[src/rtl/sync_fifo_prog_if.sv]
// -----------------------------------------------------------------------------
// sync_fifo_prog_if
//
// Bundles the write side, read side and status signals of sync_fifo_prog.
//   master : the producer/consumer side (drives wr_en, din, rd_en)
//   slave  : the FIFO itself (drives data, flags, count, error strobes)
//
// Signals
//   wr_en, din                write request and data
//   rd_en                     read request / FWFT head acknowledge
//   dout, valid               read data and its qualifier
//   full, empty               occupancy at DEPTH / at zero
//   prog_full, prog_empty     programmable threshold flags
//   data_count                occupancy 0..DEPTH
//   overflow, underflow       rejected write / rejected read indications
// -----------------------------------------------------------------------------
interface sync_fifo_prog_if #(
  parameter int WIDTH = 8,
  parameter int DEPTH = 16
);
  localparam int CW = $clog2(DEPTH) + 1;

  logic             wr_en;
  logic [WIDTH-1:0] din;
  logic             rd_en;
  logic [WIDTH-1:0] dout;
  logic             valid;
  logic             full;
  logic             prog_full;
  logic             empty;
  logic             prog_empty;
  logic [CW-1:0]    data_count;
  logic             overflow;
  logic             underflow;

  modport master (
    output wr_en, din, rd_en,
    input  dout, valid, full, prog_full, empty, prog_empty,
           data_count, overflow, underflow
  );

  modport slave (
    input  wr_en, din, rd_en,
    output dout, valid, full, prog_full, empty, prog_empty,
           data_count, overflow, underflow
  );
endinterface

[src/rtl/sync_fifo_prog.sv]
// -----------------------------------------------------------------------------
// sync_fifo_prog
//
// Single-clock FIFO with selectable read mode, programmable full/empty
// thresholds, an occupancy count and overflow/underflow reporting. Storage is
// a plain inferred array.
//
// Parameters
//   WIDTH              data width (>= 1)
//   DEPTH              entries, power of two, >= 4
//   PROG_FULL_THRESH   prog_full when count >= this (1..DEPTH)
//   PROG_EMPTY_THRESH  prog_empty when count <= this (0..DEPTH-1)
//   FWFT               1: head word presented on dout while not empty
//                      0: dout registered, loaded on an accepted read
//
// Ports
//   clk   system clock
//   rst   synchronous, active-high reset (pointers, count, flags, dout,
//         valid and error outputs; storage contents are kept)
//   bus   sync_fifo_prog_if.slave, see the interface for the signal list
//
// Build option
//   SYNC_FIFO_STICKY_ERR_EN  when defined, overflow/underflow hold high once
//                            set until rst; otherwise they pulse for one
//                            cycle per rejected request.
// -----------------------------------------------------------------------------
module sync_fifo_prog #(
  parameter int WIDTH             = 8,
  parameter int DEPTH             = 16,
  parameter int PROG_FULL_THRESH  = 14,
  parameter int PROG_EMPTY_THRESH = 2,
  parameter int FWFT              = 1
) (
  input  logic            clk,
  input  logic            rst,
  sync_fifo_prog_if.slave bus
);

  localparam int AW = $clog2(DEPTH);
  localparam int CW = AW + 1;

  localparam logic [CW-1:0] FULL_LVL = CW'(DEPTH);
  localparam logic [CW-1:0] PF_LVL   = CW'(PROG_FULL_THRESH);
  localparam logic [CW-1:0] PE_LVL   = CW'(PROG_EMPTY_THRESH);

  // ---------------------------------------------------------------------------
  // State
  // ---------------------------------------------------------------------------
  logic [WIDTH-1:0] mem [DEPTH];

  logic [AW-1:0] wr_ptr;
  logic [AW-1:0] rd_ptr;
  logic [CW-1:0] count;
  logic [CW-1:0] count_nxt;

  logic empty_q;
  logic full_q;
  logic prog_full_q;
  logic prog_empty_q;
  logic overflow_q;
  logic underflow_q;

  logic rd_acc;
  logic wr_acc;
  logic overflow_evt;
  logic underflow_evt;
  logic overflow_nxt;
  logic underflow_nxt;

  logic [WIDTH-1:0] dout_w;
  logic             valid_w;

  // ---------------------------------------------------------------------------
  // Acceptance
  // ---------------------------------------------------------------------------
  // A read is only possible when something is stored. A write into a full
  // FIFO is allowed when a read frees a slot in the same cycle; a write into
  // an empty FIFO never lets a same-cycle read through (the word is not yet
  // at the head), so that read is rejected.
  assign rd_acc = bus.rd_en & ~empty_q;
  assign wr_acc = bus.wr_en & (~full_q | rd_acc);

  assign overflow_evt  = bus.wr_en & ~wr_acc;
  assign underflow_evt = bus.rd_en & empty_q;

`ifdef SYNC_FIFO_STICKY_ERR_EN
  assign overflow_nxt  = overflow_q  | overflow_evt;
  assign underflow_nxt = underflow_q | underflow_evt;
`else
  assign overflow_nxt  = overflow_evt;
  assign underflow_nxt = underflow_evt;
`endif

  // ---------------------------------------------------------------------------
  // Next occupancy
  // ---------------------------------------------------------------------------
  // NOTE: every signal assigned in an always_comb gets a default first, so no
  // path leaves it unassigned and no latch is inferred.
  always_comb begin
    count_nxt = count;
    unique case ({wr_acc, rd_acc})
      2'b10:   count_nxt = count + CW'(1);
      2'b01:   count_nxt = count - CW'(1);
      default: count_nxt = count;
    endcase
  end

  // ---------------------------------------------------------------------------
  // Pointers, count and flags
  // ---------------------------------------------------------------------------
  // Flags are registered from count_nxt rather than decoded from count, so
  // they are launched straight from flops and stay in step with data_count.
  // NOTE: all sequential state uses non-blocking assignments so every flop
  // samples the pre-edge values regardless of statement order.
  always_ff @(posedge clk) begin
    if (rst) begin
      wr_ptr       <= '0;
      rd_ptr       <= '0;
      count        <= '0;
      empty_q      <= 1'b1;
      full_q       <= 1'b0;
      prog_full_q  <= 1'b0;
      prog_empty_q <= 1'b1;
      overflow_q   <= 1'b0;
      underflow_q  <= 1'b0;
    end else begin
      if (wr_acc) wr_ptr <= wr_ptr + AW'(1);
      if (rd_acc) rd_ptr <= rd_ptr + AW'(1);
      count        <= count_nxt;
      empty_q      <= (count_nxt == '0);
      full_q       <= (count_nxt == FULL_LVL);
      prog_full_q  <= (count_nxt >= PF_LVL);
      prog_empty_q <= (count_nxt <= PE_LVL);
      overflow_q   <= overflow_nxt;
      underflow_q  <= underflow_nxt;
    end
  end

  // ---------------------------------------------------------------------------
  // Storage
  // ---------------------------------------------------------------------------
  // NOTE: the array is deliberately not reset; a reset port on it would stop
  // RAM inference, and stale contents are never visible because the pointers
  // and count are cleared.
  always_ff @(posedge clk) begin
    if (!rst && wr_acc) mem[wr_ptr] <= bus.din;
  end

  // ---------------------------------------------------------------------------
  // Read side
  // ---------------------------------------------------------------------------
  if (FWFT != 0) begin : g_fwft
    // Head word is shown as soon as it is stored; rd_en only pops it.
    always_comb begin
      dout_w  = '0;
      valid_w = ~empty_q;
      if (!empty_q) dout_w = mem[rd_ptr];
    end
  end else begin : g_std
    logic [WIDTH-1:0] dout_q;
    logic             valid_q;

    // dout keeps the last word read; valid marks the cycle it was loaded.
    always_ff @(posedge clk) begin
      if (rst) begin
        dout_q  <= '0;
        valid_q <= 1'b0;
      end else begin
        valid_q <= rd_acc;
        if (rd_acc) dout_q <= mem[rd_ptr];
      end
    end

    assign dout_w  = dout_q;
    assign valid_w = valid_q;
  end

  // ---------------------------------------------------------------------------
  // Outputs
  // ---------------------------------------------------------------------------
  assign bus.dout       = dout_w;
  assign bus.valid      = valid_w;
  assign bus.full       = full_q;
  assign bus.prog_full  = prog_full_q;
  assign bus.empty      = empty_q;
  assign bus.prog_empty = prog_empty_q;
  assign bus.data_count = count;
  assign bus.overflow   = overflow_q;
  assign bus.underflow  = underflow_q;

endmodule

[src/flat_wrapper.sv]
// flat-port wrapper written by rule: the top's interface ports become plain ports
module sync_fifo_prog_flat 
#(
  parameter int WIDTH             = 8,
  parameter int DEPTH             = 16,
  parameter int PROG_FULL_THRESH  = 14,
  parameter int PROG_EMPTY_THRESH = 2,
  parameter int FWFT              = 1
)
  (clk, rst, bus_wr_en, bus_din, bus_rd_en, bus_dout, bus_valid, bus_full, bus_prog_full, bus_empty, bus_prog_empty, bus_data_count, bus_overflow, bus_underflow);
  sync_fifo_prog_if #(.WIDTH(WIDTH), .DEPTH(DEPTH)) bus_i ();
  input  logic clk;
  input  logic rst;
  input wire logic [$bits(bus_i.wr_en)-1:0] bus_wr_en;
  input wire logic [$bits(bus_i.din)-1:0] bus_din;
  input wire logic [$bits(bus_i.rd_en)-1:0] bus_rd_en;
  output wire logic [$bits(bus_i.dout)-1:0] bus_dout;
  output wire logic [$bits(bus_i.valid)-1:0] bus_valid;
  output wire logic [$bits(bus_i.full)-1:0] bus_full;
  output wire logic [$bits(bus_i.prog_full)-1:0] bus_prog_full;
  output wire logic [$bits(bus_i.empty)-1:0] bus_empty;
  output wire logic [$bits(bus_i.prog_empty)-1:0] bus_prog_empty;
  output wire logic [$bits(bus_i.data_count)-1:0] bus_data_count;
  output wire logic [$bits(bus_i.overflow)-1:0] bus_overflow;
  output wire logic [$bits(bus_i.underflow)-1:0] bus_underflow;
  assign bus_i.wr_en = bus_wr_en;
  assign bus_i.din = bus_din;
  assign bus_i.rd_en = bus_rd_en;
  assign bus_dout = bus_i.dout;
  assign bus_valid = bus_i.valid;
  assign bus_full = bus_i.full;
  assign bus_prog_full = bus_i.prog_full;
  assign bus_empty = bus_i.empty;
  assign bus_prog_empty = bus_i.prog_empty;
  assign bus_data_count = bus_i.data_count;
  assign bus_overflow = bus_i.overflow;
  assign bus_underflow = bus_i.underflow;
  sync_fifo_prog #(.WIDTH(WIDTH), .DEPTH(DEPTH), .PROG_FULL_THRESH(PROG_FULL_THRESH), .PROG_EMPTY_THRESH(PROG_EMPTY_THRESH), .FWFT(FWFT)) u_core (.clk(clk), .rst(rst), .bus(bus_i));
endmodule
[config.mk]
export PLATFORM = sky130hd
export DESIGN_NAME = sync_fifo_prog_flat
export DESIGN_NICKNAME = d
export VERILOG_FILES = /design/src/rtl/sync_fifo_prog_if.sv /design/src/rtl/sync_fifo_prog.sv /design/src/flat_wrapper.sv
export SDC_FILE = /design/constraint.sdc
export NUM_CORES = 1
export LEC_CHECK = 0
export BUFFER_PORTS_ARGS = -buffer_cell sky130_fd_sc_hd__clkbuf_2
export CAP_MARGIN = 20
export CORE_MARGIN = 2
export CORE_UTILIZATION = 45
export CTS_CLUSTER_DIAMETER = 60
export DETAILED_ROUTE_END_ITERATION = 10
export PLACE_DENSITY_LB_ADDON = 0.1
export SYNTH_ARGS = -nofsm -noshare
export SYNTH_HDL_FRONTEND = slang
export SYNTH_SLANG_ARGS = --single-unit
[constraint.sdc]
create_clock -name clk -period 2.3 [get_ports clk]
set_clock_uncertainty 0.1 [all_clocks]
set_input_delay 0 -clock clk [delete_from_list [all_inputs] [get_ports clk]]
set_output_delay 0 -clock clk [all_outputs]
set_load 0.1 [all_outputs]
==> summary by stage <==
Status
The flow ran to the end, but the final reports show violations. The final reports fail on negative setup slack.

Clock network
The CTS clock-pin slew for the worst setup and hold paths is 0.06 ns. Counting the buffers created by CTS gives 17. The number of H-tree levels is 4.

The tree built by TritonCTS fans out to 151 sinks. The buffer levels on the longest clock path is 2. The clock reaches the later pin of the worst-skew pair after 0.41 ns. The clock tree from TritonCTS is yes. CTS placed an instance of sky130_fd_sc_hd__clkbuf_16 at the clock tree root.

Die
The vertical die dimension is 120 um. The die covers 14500 sq um. In this run the horizontal extent of the chip is 120 um. In this run the standard cell core region covers 13200 sq um.

Row generation in the floorplan step produced 42 rows. During I/O placement, the number of pins put on the boundary was 32. For this configuration, the core starts out at a cell density of 0.459.

Timing
The worst slack on hold paths is around 0.36 ns. For the pin with the worst max-slew slack, the measured transition is about 0.55 ns. The worst pin sits at a relative slew slack of 0.636.

The setup slack after layout is -0.217 ns. The final number of hold-violating endpoints came to 0. In the finished design, the share of the clock period the worst path needs comes to 1.09.

The final critical delay including setup and external delays is 2.52 ns. Setup violations remaining at the end of the flow were counted as 9. The number of pins with negative max-slew slack in the final report is 0. Setup repair after global routing could not meet its margin everywhere. Static timing analysis puts the maximum clock frequency at approximately 400 MHz.

Cells and area
The multi-input gate area in the final layout is ~1700 sq um. The repair_antennas step left the layout with diodes totalling 0. The library cell used most frequently in the layout, excluding fill and tap cells, is sky130_fd_sc_hd__edfxtp_1. The count of nets after finishing is approximately 430. Compared with the post-synthesis result, the final layout area differs by 25.4%. The flip-flop and latch area is approximately 4300 sq um. The number of fill cells is about 1000. The fraction of final layout cells sized beyond drive strength 1 is 0.376. The library cells used most frequently in the layout, excluding fill and tap cells, are sky130_fd_sc_hd__edfxtp_1, sky130_fd_sc_hd__mux4_2, sky130_fd_sc_hd__buf_4.

Yosys
The warning count from the yosys run is 0. The mux contribution to synthesized area is 0.160. The post-synthesis share of cell area spent on full adders, half adders and majority gates is 0.0165. The average size of a mapped cell is 18.7 sq um. By area, the combinational part of the netlist is dominated by multiplexers. Synthesis handed over a netlist of 325 instances.

The post-synth net total is 345. The distinct cell type count after synthesis is 39. The netlist area before placement is just over 6000 sq um. For this run, the register share of the synthesized area comes to 0.708. The simple logic cell fraction of the synthesized area is 0.0599. The synthesized-area fraction occupied by ao, oa, aoi and oai cells is 0.0183.

The register bit count reported by yosys is about 150. The XOR/XNOR share of the synthesized area is 0.0158.

Min path
The worst hold-check path type is primary input to flop.

Power
The portion of total power attributed to sequential cells is 0.407. The clock share of power is 0.344. The net switching fraction of the power is 0.289. The net switching power is 2.24 mW. Power spread over the standard cell area amounts to ~1000 nW/um^2.

The worst voltage drop across the vdd grid is 534 uV. For this design the static power due to leakage is 2.61 nW. Of the total power, combinational logic draws 0.249. Cell internal power was estimated by the tool at ~5.5 mW.

Worst setup path
The signal on the critical path passes through buf_6, buf_16, mux4_2, mux4_2, and2_4, buf_12. The critical path in this run is classified as flop to primary output. The worst setup path is launched from a flop.

Data on the critical path is required at its endpoint by 2.20 ns. The maximum fanout count along the critical path is 5. On the worst path, the slowest cell contributes a delay of roughly 0.5 ns. The critical path endpoint category is a primary output. The most repeated library cell on the critical path is sky130_fd_sc_hd__mux4_2.

The standard cell with the maximum stage delay on the critical path is sky130_fd_sc_hd__mux4_2. Data on the critical path arrives at its endpoint at 2.42 ns.

Drt
The first detailed-routing pass ran for 5 iterations. The routed layout has ~3200 vias. The number of nets still failing antenna checks after routing is 0.

For this run, design rule violations remaining after detail routing come to 0. Dividing the detail-routed via count by the number of cells gives 5.33. Dividing the detail-routed wire length by the instance count gives slightly above 20 um. The routed design has 12.5 mm of wire. In this run, the number of DRC markers left after iteration 0 of detailed routing was ~270.

Global routing
The number of antenna violations at the first check in global routing is 0. The global-route congestion overflow total is 0. Across every metal layer, demand over resource in global routing totals 0.189. Entering global routing, the biggest net connects 33 pins.

The first global-routing pass estimated approximately 20 mm of wire. The via count of the first global-routing pass was 3256.

Flow run
The count of maximum capacitance violations is 0.

Placement
Input and output buffers added on the ports amount to 31. The detailed placement HPWL is 7.85 mm. The final weighted congestion of routability-driven global placement is 0.752. The worst setup slack after placement is -0.0607 ns.
-- repair_timing --
| item | in CTS | in global routing |
|---|---|---|
| cloned | 3 | 0 |
| hold endpoints to repair | 150 | 0 |
| hold buffers | 13 | 0 |
| endpoints found under the setup margin | 12 | 12 |
| buffers inserted | 3 | 4 |
| pin swaps | 1 | 3 |
| gates resized for setup | 30 | 5 |
-- path summary, 6_finish.rpt --
| kind | slack (ns) | cells past startpoint | startpoint | endpoint |
|---|---|---|---|---|
| worst max-delay path | -0.22 | 6 | flop | bus_dout[4] |
| worst min-delay path | 0.36 | 4 | bus_wr_en | u_core.wr_ptr[1]$_SDFFE_PP0P_ |
| worst max register to register | -0.01 | 10 | u_core.bus.empty$_SDFF_PP1_ | u_core.bus.full$_SDFF_PP0_ |
| worst min register to register | 0.42 | 2 | u_core.wr_ptr[1]$_SDFFE_PP0P_ | u_core.wr_ptr[1]$_SDFFE_PP0P_ |
-- registers in the layout, summed over array words and instances (netlist names), named ones only --
name                   cells
u_core.bus.empty           1
u_core.mem               128
u_core.bus.data_count      5
u_core.bus.prog_full       1
u_core.bus.full            1
u_core.rd_ptr              4
u_core.bus.overflow        1
u_core.bus.prog_empty      1
u_core.bus.underflow       1
u_core.wr_ptr              4
-- final cells by class --
class,count,area share
well taps,176,0.0289
flip-flops and latches,151,0.566
inverters,6,0.00328
clock buffers,19,0.0568
clock inverters,12,0.0177
multi-input cells,152,0.222
repair buffers,86,0.105
-- per-layer routing --
| layer | global-route usage | wire (um) | vias up | part of all wire |
|---|---|---|---|---|
| met5 | 0 | 0 | - | 0 |
| met4 | 0.0610 | 93 | 0 | 0.0075 |
| met3 | 0.0467 | 588 | 6 | 0.047 |
| met2 | 0.296 | 6270 | 98 | 0.50 |
| met1 | 0.264 | 5520 | 1634 | 0.44 |
| li1 | - | - | 1468 | - |
-- worst max-delay path, delay by kind of cell, from the launching register on --
family	cells	cell delay [ns]
flip-flops	1	0.39
AND/OR/NAND/NOR	1	0.18
multiplexers	2	0.99
buffers and inverters	3	0.43
-- cell usage after synthesis (all sizes together) --
cell	number	area, sq um
a211o	1	8.76
a211oi	1	7.51
a21oi	7	35.0
a31o	1	8.76
a31oi	1	6.26
a41o	1	10.0
and2	8	50.1
and3	1	6.26
buf	8	76.3
clkbuf	8	30.0
dfxtp	23	460
edfxtp	128	3840
ha	8	100
inv	6	22.5
mux2i	1	10.0
mux4	40	965
nand2	14	52.6
nand2b	5	31.3
nand3	5	25.0
nand4	1	6.26
nor2	27	101
nor2b	2	12.5
nor3	5	25.0
nor3b	1	7.51
nor4b	2	17.5
nor4bb	1	10.0
o211ai	1	7.51
o21ai	2	10.0
o221ai	1	8.76
o32ai	1	8.76
or2	1	6.26
or3	2	12.5
xnor2	5	43.8
xor2	6	52.6
-- power by group through the flow --
stage / Sequential (mW) / Combinational (mW) / Clock, mW
after floorplan: 3.45 / 1.03 / 0
after global placement: 3.19 / 1.74 / 0
after detailed placement: 3.19 / 1.75 / 0
after CTS: 3.14 / 1.96 / 2.72
after global routing: 3.16 / 2.04 / 2.84
final: 3.15 / 1.93 / 2.66
-- cell families (layout without fill, tap and decap cells) --
family,Yosys count,after routing
multiplexers,41,41
adder cells (fa/ha/maj),8,8
buffers and inverters,22,123
XOR/XNOR,11,11
AO/OA/AOI/OAI,17,17
AND/OR/NAND/NOR,75,75
flip-flops,151,151
-- stage by stage --
stage | total power [mW] | setup TNS (ns) | instance area, sq um | util | instances
2_1_floorplan | 4.48 | -0.655 | 6130 | - | 325
3_3_place_gp | 4.93 | -0.00368 | 6810 | 0.514 | 550
3_5_place_dp | 4.94 | -0.131 | 6810 | 0.514 | 550
4_1_cts | 7.82 | -1.77 | 7620 | 0.576 | 600
5_1_grt | 8.03 | -2.29 | 7620 | 0.576 | 602
6_report | 7.73 | -1.47 | 7620 | 0.576 | 602
(Power assumes the default switching activity.)
